[config.mk]
export PLATFORM = sky130hd
export DESIGN_NAME = io_controller
export DESIGN_NICKNAME = d
export VERILOG_FILES = /design/src/rtl/io_ctrl_pkg.sv /design/src/rtl/io_byte_fifo.sv /design/src/rtl/io_controller.sv
export SDC_FILE = /design/constraint.sdc
export NUM_CORES = 1
export LEC_CHECK = 0
export CAP_MARGIN = 15
export CORE_MARGIN = 2
export CORE_UTILIZATION = 55
export CTS_BUF_LIST = sky130_fd_sc_hd__clkbuf_8
export CTS_CLUSTER_SIZE = 16
export DETAILED_ROUTE_END_ITERATION = 10
export PLACE_DENSITY_LB_ADDON = 0.2
export SLEW_MARGIN = 40
export SYNTH_ARGS = -nofsm -noshare
export SYNTH_HDL_FRONTEND = slang
export SYNTH_SLANG_ARGS = --single-unit
export TNS_END_PERCENT = 5
[constraint.sdc]
create_clock -name clk -period 5.4 [get_ports clk]
set_input_delay 0.81 -clock clk [delete_from_list [all_inputs] [get_ports clk]]
set_output_delay 0.81 -clock clk [all_outputs]
set_load 0.01 [all_outputs]
[src/rtl/io_ctrl_pkg.sv]
// Shared types and helpers for the IN/OUT device controller and its byte FIFOs.
package io_ctrl_pkg;

   typedef logic [7:0] byte_t;

   typedef enum logic {
      IDLE = 1'b0,
      LOAD = 1'b1
   } tx_state_t;

   // Pointer width for a power-of-two FIFO: address bits plus one wrap bit.
   function automatic int clog2p1(input int depth);
      int w;
      w = 0;
      for (int v = depth - 1; v > 0; v = v >> 1) w++;
      return w + 1;
   endfunction

endpackage

[src/rtl/io_byte_fifo.sv]
// Byte FIFO with show-ahead heads (head0 = oldest) and a pop that removes POP_N bytes at once.
// A push is accepted while full only when a pop frees space in the same cycle.
module io_byte_fifo
   import io_ctrl_pkg::*;
#(
   parameter int DEPTH = 64,
   parameter int POP_N = 1
)
(
   input  logic                        clk,
   input  logic                        rst,
   input  logic                        push,
   input  logic [7:0]                  push_data,
   input  logic                        pop,
   output logic                        full,
   output logic                        empty,
   output logic [clog2p1(DEPTH)-1:0]   count,
   output logic [7:0]                  head0,
   output logic [7:0]                  head1,
   output logic [7:0]                  head2,
   output logic [7:0]                  head3
);

   localparam int PW = clog2p1(DEPTH);
   localparam int AW = PW - 1;

   logic [PW-1:0] wr_ptr_reg;
   logic [PW-1:0] rd_ptr_reg;
   byte_t         mem [DEPTH];
   byte_t         head_arr [4];
   logic          push_ok;

   assign count   = wr_ptr_reg - rd_ptr_reg;
   assign empty   = (wr_ptr_reg == rd_ptr_reg);
   assign full    = (wr_ptr_reg[PW-1] != rd_ptr_reg[PW-1]) &&
                    (wr_ptr_reg[AW-1:0] == rd_ptr_reg[AW-1:0]);
   assign push_ok = push && (!full || pop);

   always_ff @(posedge clk or posedge rst) begin
      if (rst) begin
         wr_ptr_reg <= '0;
         rd_ptr_reg <= '0;
      end else begin
         if (push_ok) wr_ptr_reg <= wr_ptr_reg + PW'(1);
         if (pop)     rd_ptr_reg <= rd_ptr_reg + PW'(POP_N);
      end
   end

   // Storage carries no reset so it can map onto distributed/block RAM.
   always_ff @(posedge clk) begin
      if (push_ok) mem[wr_ptr_reg[AW-1:0]] <= push_data;
   end

   for (genvar gi = 0; gi < 4; gi++) begin : g_head
      logic [AW-1:0] idx;
      assign idx          = rd_ptr_reg[AW-1:0] + AW'(gi);
      assign head_arr[gi] = mem[idx];
   end

   assign head0 = head_arr[0];
   assign head1 = head_arr[1];
   assign head2 = head_arr[2];
   assign head3 = head_arr[3];

endmodule

[src/rtl/io_controller.sv]
// Device end of the core's IN/OUT protocol: TX FIFO feeding a UART transmitter, RX FIFO fed by a UART receiver.
// Optional IO_CTRL_LOOPBACK_EN adds a loopback input that routes OUT bytes straight into the RX FIFO.
module io_controller
   import io_ctrl_pkg::*;
#(
   parameter int TX_DEPTH = 64,
   parameter int RX_DEPTH = 64,
   parameter int IN_BYTES = 1
)
(
   input  logic        clk,
   input  logic        rst,
   input  logic        out_issued,
   input  logic [31:0] out_data,
   output logic        out_stall,
   input  logic        in_issued,
   output logic [31:0] in_data,
   output logic        in_stall,
   input  logic [7:0]  rx_byte,
   input  logic        rx_valid,
   output logic [7:0]  tx_byte,
   output logic        tx_valid,
   input  logic        tx_ready,
   output logic        rx_overflow
`ifdef IO_CTRL_LOOPBACK_EN
   ,
   input  logic        loopback
`endif
);

   localparam int TXW = clog2p1(TX_DEPTH);
   localparam int RXW = clog2p1(RX_DEPTH);

   logic           tx_push, tx_pop, tx_full, tx_empty;
   logic [TXW-1:0] tx_count;
   logic [7:0]     tx_head0, tx_head1, tx_head2, tx_head3;
   logic           rx_push, rx_full, rx_empty;
   logic [RXW-1:0] rx_count;
   logic [7:0]     rx_head0, rx_head1, rx_head2, rx_head3;
   logic           out_accept, in_pop, rx_drop;
   logic [31:0]    in_word;

   tx_state_t      state_reg;
   logic [7:0]     tx_byte_reg;
   logic           tx_valid_reg;
   logic           rx_overflow_reg;

   assign out_accept = out_issued && !out_stall;
   assign in_stall   = (rx_count < RXW'(IN_BYTES));
   assign in_pop     = in_issued && !in_stall;

`ifdef IO_CTRL_LOOPBACK_EN
   assign out_stall = loopback ? rx_full : tx_full;
   assign tx_push   = out_accept && !loopback;
   assign rx_push   = loopback ? out_accept : rx_valid;
   assign rx_drop   = !loopback && rx_valid && rx_full && !in_pop;
`else
   assign out_stall = tx_full;
   assign tx_push   = out_accept;
   assign rx_push   = rx_valid;
   assign rx_drop   = rx_valid && rx_full && !in_pop;
`endif

   io_byte_fifo #(.DEPTH(TX_DEPTH), .POP_N(1)) u_tx_fifo (
      .clk       (clk),
      .rst       (rst),
      .push      (tx_push),
      .push_data (out_data[7:0]),
      .pop       (tx_pop),
      .full      (tx_full),
      .empty     (tx_empty),
      .count     (tx_count),
      .head0     (tx_head0),
      .head1     (tx_head1),
      .head2     (tx_head2),
      .head3     (tx_head3)
   );

   io_byte_fifo #(.DEPTH(RX_DEPTH), .POP_N(IN_BYTES)) u_rx_fifo (
      .clk       (clk),
      .rst       (rst),
      .push      (rx_push),
      .push_data (rx_byte_mux()),
      .pop       (in_pop),
      .full      (rx_full),
      .empty     (rx_empty),
      .count     (rx_count),
      .head0     (rx_head0),
      .head1     (rx_head1),
      .head2     (rx_head2),
      .head3     (rx_head3)
   );

   function automatic logic [7:0] rx_byte_mux();
`ifdef IO_CTRL_LOOPBACK_EN
      return loopback ? out_data[7:0] : rx_byte;
`else
      return rx_byte;
`endif
   endfunction

   // Show-ahead IN result: head0 is the oldest byte and lands in the low byte.
   if (IN_BYTES == 4) begin : g_word
      assign in_word = {rx_head3, rx_head2, rx_head1, rx_head0};
   end else begin : g_byte
      assign in_word = {24'b0, rx_head0};
   end

   assign in_data = in_stall ? 32'b0 : in_word;

   // The holding register is reloaded only when it is empty or being accepted, so a
   // stalled byte stays put and back-to-back bytes flow without a bubble.
   assign tx_pop = !tx_empty && ((state_reg == IDLE) || tx_ready);

   always_ff @(posedge clk or posedge rst) begin
      if (rst) begin
         state_reg    <= IDLE;
         tx_byte_reg  <= '0;
         tx_valid_reg <= 1'b0;
      end else begin
         case (state_reg)
            IDLE: begin
               if (!tx_empty) begin
                  tx_byte_reg  <= tx_head0;
                  tx_valid_reg <= 1'b1;
                  state_reg    <= LOAD;
               end
            end
            LOAD: begin
               if (tx_ready) begin
                  if (!tx_empty) begin
                     tx_byte_reg <= tx_head0;
                  end else begin
                     tx_valid_reg <= 1'b0;
                     state_reg    <= IDLE;
                  end
               end
            end
            default: begin
               tx_valid_reg <= 1'b0;
               state_reg    <= IDLE;
            end
         endcase
      end
   end

   always_ff @(posedge clk or posedge rst) begin
      if (rst)          rx_overflow_reg <= 1'b0;
      else if (rx_drop) rx_overflow_reg <= 1'b1;
   end

   assign tx_byte     = tx_byte_reg;
   assign tx_valid    = tx_valid_reg;
   assign rx_overflow = rx_overflow_reg;

endmodule

Yosys cells after proc, flatten, opt, wreduce, memory -nomap -nowiden
Memory sizes are Yosys's and may differ from the RTL's.
Index checks and enable logic that the tools add are counted.

operators by class
  muxes and demuxes = 15
  bitwise operators = 1
  order comparisons = 1
  add/sub/neg operators = 5
  reduce and logical (&&, ||, !) cells = 18
  eq/ne operators = 8

operator list
  operator                                            count
  adder 7 x 1 -> 7 bit, second input constant         4
  2-to-1 mux 8 bit                                    3
  one-hot mux 8 bit (2 select lines)                  1
  == test 6 bit                                       2
  logical AND 1 bit                                   9
  2-to-1 mux 1 bit                                    9
  == test 7 bit                                       1
  < comparator 7 x 1 -> 1 bit, second input constant  1
  subtractor 7 bit                                    1
  != test 2 bit, second input constant                3
  zero test 1 bit                                     5
  one-hot mux 1 bit (2 select lines)                  2
  logical OR 1 bit                                    3
  AND reduction 3 bit                                 1
  != test 1 bit                                       2
  NOT 1 bit                                           1

storage, ports and cells
  logic and storage cells = 58
  bits of input ports = 46
  memories kept = 2
  RAM bits = 1024
  output and inout port bits = 44
  register bits after elaboration = 39

memory list
  memory         words  bits a word  rd ports  clocked after memory_dff  write ports  line                text
  u_rx_fifo.mem  64     8            1         0                         1            io_byte_fifo.sv:29  byte_t mem [DEPTH];
  u_tx_fifo.mem  64     8            1         0                         1            io_byte_fifo.sv:29

Depth between registers and ports, before layout
  word-level depth = 8
  depth in mapped cells = 13
  depth with buffers taken out = 10

Modules after synthesis
Synthesis repeated with hierarchy kept, for this count alone.

unflattened totals
  cell total of the unflattened synthesis = 4526
  area total of the unflattened synthesis = 68044.0 µm²

modules (own cells, without submodules)
  module                    area each (µm²)  sequential area each (µm²)  cells each  times used
  io_byte_fifo (u_rx_fifo)  33709.8          15725.1                     2242        1
  io_byte_fifo (u_tx_fifo)  33637.3          15725.1                     2214        1
  io_controller             696.9            275.3                       70          1

Worst setup path before layout
No wires, ideal clock.

  kind = reg-to-output
  start point = reg u_rx_fifo.rd_ptr_reg[4]
  end point = out in_data[2]
  buffers on the path = 3
  arrival = 2963 ps
  path slack = 1627 ps
  data required time = 4590 ps
  cell stages (with the launch flop) = 12
  path through = dfrtp_1 clkbuf_1 inv_1 buf_2 buf_2 ha_1 or3b_2 nand4b_1 nor3_1 o211ai_1 nor3_2 a211oi_1

between the ends
  word-level cells in the longest chain between the ends = 3
  elaborated cells between the ends (all ways) = 4
  those cells by class = add/sub: 1; order compare: 1; mux: 1; memory: 1

RTL lines
  what                         line                  text
  from (decl)                  io_byte_fifo.sv:28    logic [PW-1:0] rd_ptr_reg;
  from (signal assigned)       io_byte_fifo.sv:45    if (pop) rd_ptr_reg <= rd_ptr_reg + PW'(POP_N);
  subtractor 7 bit             io_byte_fifo.sv:33    assign count = wr_ptr_reg - rd_ptr_reg;
  < comparator 7 x 1 -> 1 bit  io_controller.sv:49   assign in_stall = (rx_count < RXW'(IN_BYTES));
  named net in_stall           io_controller.sv:18   output logic in_stall,
  2-to-1 mux 8 bit             io_controller.sv:109  assign in_data = in_stall ? 32'b0 : in_word;
  to (decl)                    io_controller.sv:17   output logic [31:0] in_data,

The timed path passes the listed nets, and every way through them passes these cells.

Worst setup path after layout
  start point = reg u_rx_fifo.rd_ptr_reg[3]
  end point = out in_data[4]

between the ends
  word-level cells in the longest chain between the ends = 3
  elaborated cells between the ends (all ways) = 4
  those cells by class = add/sub: 1; order compare: 1; mux: 1; memory: 1

RTL lines
  what                         line
  subtractor 7 bit             io_byte_fifo.sv:33
  < comparator 7 x 1 -> 1 bit  io_controller.sv:49
  2-to-1 mux 8 bit (*)         io_controller.sv:109

Mark *: on every way between the ends. The rest lies on a longest branch, timed or not.

==> impl_results.md <==
- Status: completed
- Top FF cell, synth: edfxtp_1
- Sinks on the clock net: ~1100
- Max Cap Violations: 0
- Required time of the critical path: around 4.6 ns
- Critical path capture point type: output port
- CTS tree: built
- H-tree depth: 4
- Clock Tree Buf Depth: 3
- Distinct cells, synth: 70
- Number of global-route vias before repair: between 20000 and 25000
- Flop pwr share: 42.8%
- WL/cell: 26.64 µm
- Die area: roughly 79000 µm²
- GRT overflow: 0
- Final setup margin: just under 0.2 ns
- Ys async rst share: under 10%
- Layout cells sized above 1: roughly a quarter
- Post-Syn Area: between 40000 and 50000 µm²
- Number of flops mapped to enable cells by yosys: between 1000 and 1500
- GRT Resource Usage Total: between 20% and 30%
- Sw frac: ~32%
- RSZ-0062 raised after global routing: false
- Leakage power: 14.83 nW
- # rows: between 100 and 150
- # setup viols final: 0
- Synth area leader: edfxtp_1
- CTS clk-pin slew, worst paths: roughly 0.06 ns
- Synthesized flop and latch total: roughly 1100
- Multi-input gate area: between 9000 and 10000 µm²
- VDD IR-drop max: slightly above 400 µV
- Power density over the cells: between 400 and 500 nW/µm²
- Final Cell Area: approximately 47000 µm²
- Util after Layout: approximately three fifths
- Slew @ Worst Pin: between 0.8 and 0.9 ns
- Synth area leaders: edfxtp_1, mux4_2, dfrtp_1, nor2_1, mux2i_1
- Core area: around 76000 µm²
- Period Utilization, post-route: a little over nine tenths
- Clock root buffer: clkbuf_8
- Filler cells: ~5300
- Largest net degree at the start of global routing: 94
- Min-Delay Path Class: reg2reg
- Critical Path AT: roughly 4.4 ns
- Hold-fix buffers, CTS: 0
- Fin nets: 2236
- DP HPWL: roughly 53000 µm
- Vias per cell: 6.048
- Yosys top cell area share: 72.91%
- Synth warn: 0
- First-pass iteration count of the detailed router: 5
- Final count of pins violating max slew: 0
- Post-synth top cells: edfxtp_1, mux4_2, nor2_1
- Slew HR: 41.79%
- Worst hold slack: 0.4631 ns
- Mapped Cells: about 2100
- IO buf count: 41
- Sequential cell area fraction in the yosys report: 75.22%
- Post-route ant nets: 0
- DRC: 0
- Crit path kind: reg2out
- Highest clock rate: around 190 MHz
- Final Hold Fails: 0
- Drt initial violations: 2067
- Sequential cell area: ~32000 µm²
- Total Routed Length: between 80000 and 90000 µm
- Crit Path Max Fanout: 15
- CP Launch Type: register
- NetSw: ~7.5 mW
- Die Ht: 280.9 µm
- Post-route minimum period: 5.204 ns
- Clock skew: between 0.04 and 0.05 ns
- Routability Congestion: between 0.8 and 0.9
- Internal power: 15.67 mW
- CTS Buf Count: ~170
- Clock share of power: between 20% and 30%
- Sum Neg Setup Slack: 0 ns
- Area growth syn-to-layout: 10.45%
- Count leader, synth: edfxtp_1
- Placement Cell Area: between 40000 and 50000 µm²
- First-pass GRT wire length: approximately 130000 µm
- Mean Syn Cell Area: about 21 µm²
- Initial Utilization: around 56%
- Dpl ws: about 0.66 ns
- Vias: 20225
- Die X: between 200 and 300 µm
- Num ports: 90
- Combinational share of power: 30.5%
- Antenna violations before repair: 1
- Clk_lat worst skew: a little over 0.8 ns
[critical path, cell delays in order (launching register included)]
cell	delay [ns]
dfrtp_1	0.32
buf_4	0.26
clkinv_2	0.36
ha_1	0.41
or3b_2	0.46
o211ai_1	0.68
nor3_4	0.16
a211oi_1	0.32
clkdlybuf4s50_1	0.60
[cell usage in the layout, fill, tap and decap left out, types with 27 or more instances in the layout]
master / n
edfxtp_1: 1024
mux4_2: 263
clkbuf_8: 171
nor2_1: 94
inv_1: 72
nor2_2: 57
mux2i_1: 55
nand2_1: 47
nand3_1: 37
clkinv_1: 37
dfrtp_1: 32
o21ai_0: 28
buf_4: 28
a22oi_1: 27
[layer usage]
layer / track usage [%] / wire length (µm) / part of all wire, % / vias to the layer above
li1: - / - / - / 8711
met1: 31.33 / 36010 / 40 / 10550
met2: 38.44 / 45120 / 51 / 805
met3: 4.065 / 5701 / 6.4 / 159
met4: 8.337 / 2258 / 2.5 / 0
met5: 0 / 0 / 0 / -
[power by group through the flow]
stage	registers [mW]	logic, mW	clock network (mW)
2_1_floorplan	9.74	5.13	0
3_3_place_gp	10.1	6.79	0
3_5_place_dp	10.1	6.98	0
4_1_cts	9.91	7.01	6.30
5_1_grt	9.95	7.48	6.65
6_report	9.90	7.04	6.18
[timing repair]
action	in CTS	in global routing
endpoints found under the setup margin	8	9
cloned	0	0
setup buffers	0	1
resized for setup	1	3
[final cells by class]
| type | instances | area share (%) |
|---|---|---|
| flip-flops and latches | 1063 | 68.15 |
| clock inverters | 130 | 1.437 |
| inverters | 14 | 0.1209 |
| clock buffers | 171 | 5.052 |
| well taps | 1030 | 2.767 |
| repair buffers | 69 | 1.405 |
| diodes | 1 | 0.005372 |
| multi-input cells | 866 | 21.06 |
[per-stage QoR]
stage | instances | power (mW)
floorplan | 2079 | 14.87
finish | 3344 | 23.12
global route | 3344 | 24.08
global placement | 3040 | 16.90
detailed placement | 3041 | 17.06
CTS | 3342 | 23.23
[cells by family (layout without fill, tap and decap cells)]
logic type | Yosys count | after routing | share of synthesized area (%)
DFF | 1063 | 1063 | 75.22
adders and majority gates | 11 | 11 | 0.3441
AOI/OAI and AO/OA | 151 | 151 | 2.471
buffers and inverters | 150 | 384 | 2.100
muxes | 325 | 325 | 15.58
and+or+nand+nor | 326 | 326 | 3.667
other | 1 | 25 | 0.008892
xor gates and xnor gates | 29 | 29 | 0.6022
[final timing paths]
check | start | end | slack, ns | cells after the start
min reg2reg | state_reg | tx_valid | 0.46 | 1
min in group asynchronous | rst | u_rx_fifo.rd_ptr_reg[6] | 0.53 | 2
max in group asynchronous | rst | u_tx_fifo.rd_ptr_reg[1] | 4.40 | 2
max | u_rx_fifo.rd_ptr_reg[3] | in_data[4] | 0.20 | 8
max reg2reg | u_rx_fifo.rd_ptr_reg[3] | u_rx_fifo.mem[21][2] | 1.24 | 9
min | state_reg | tx_valid | 0.46 | 1
Power figures use the tool's default switching activity.
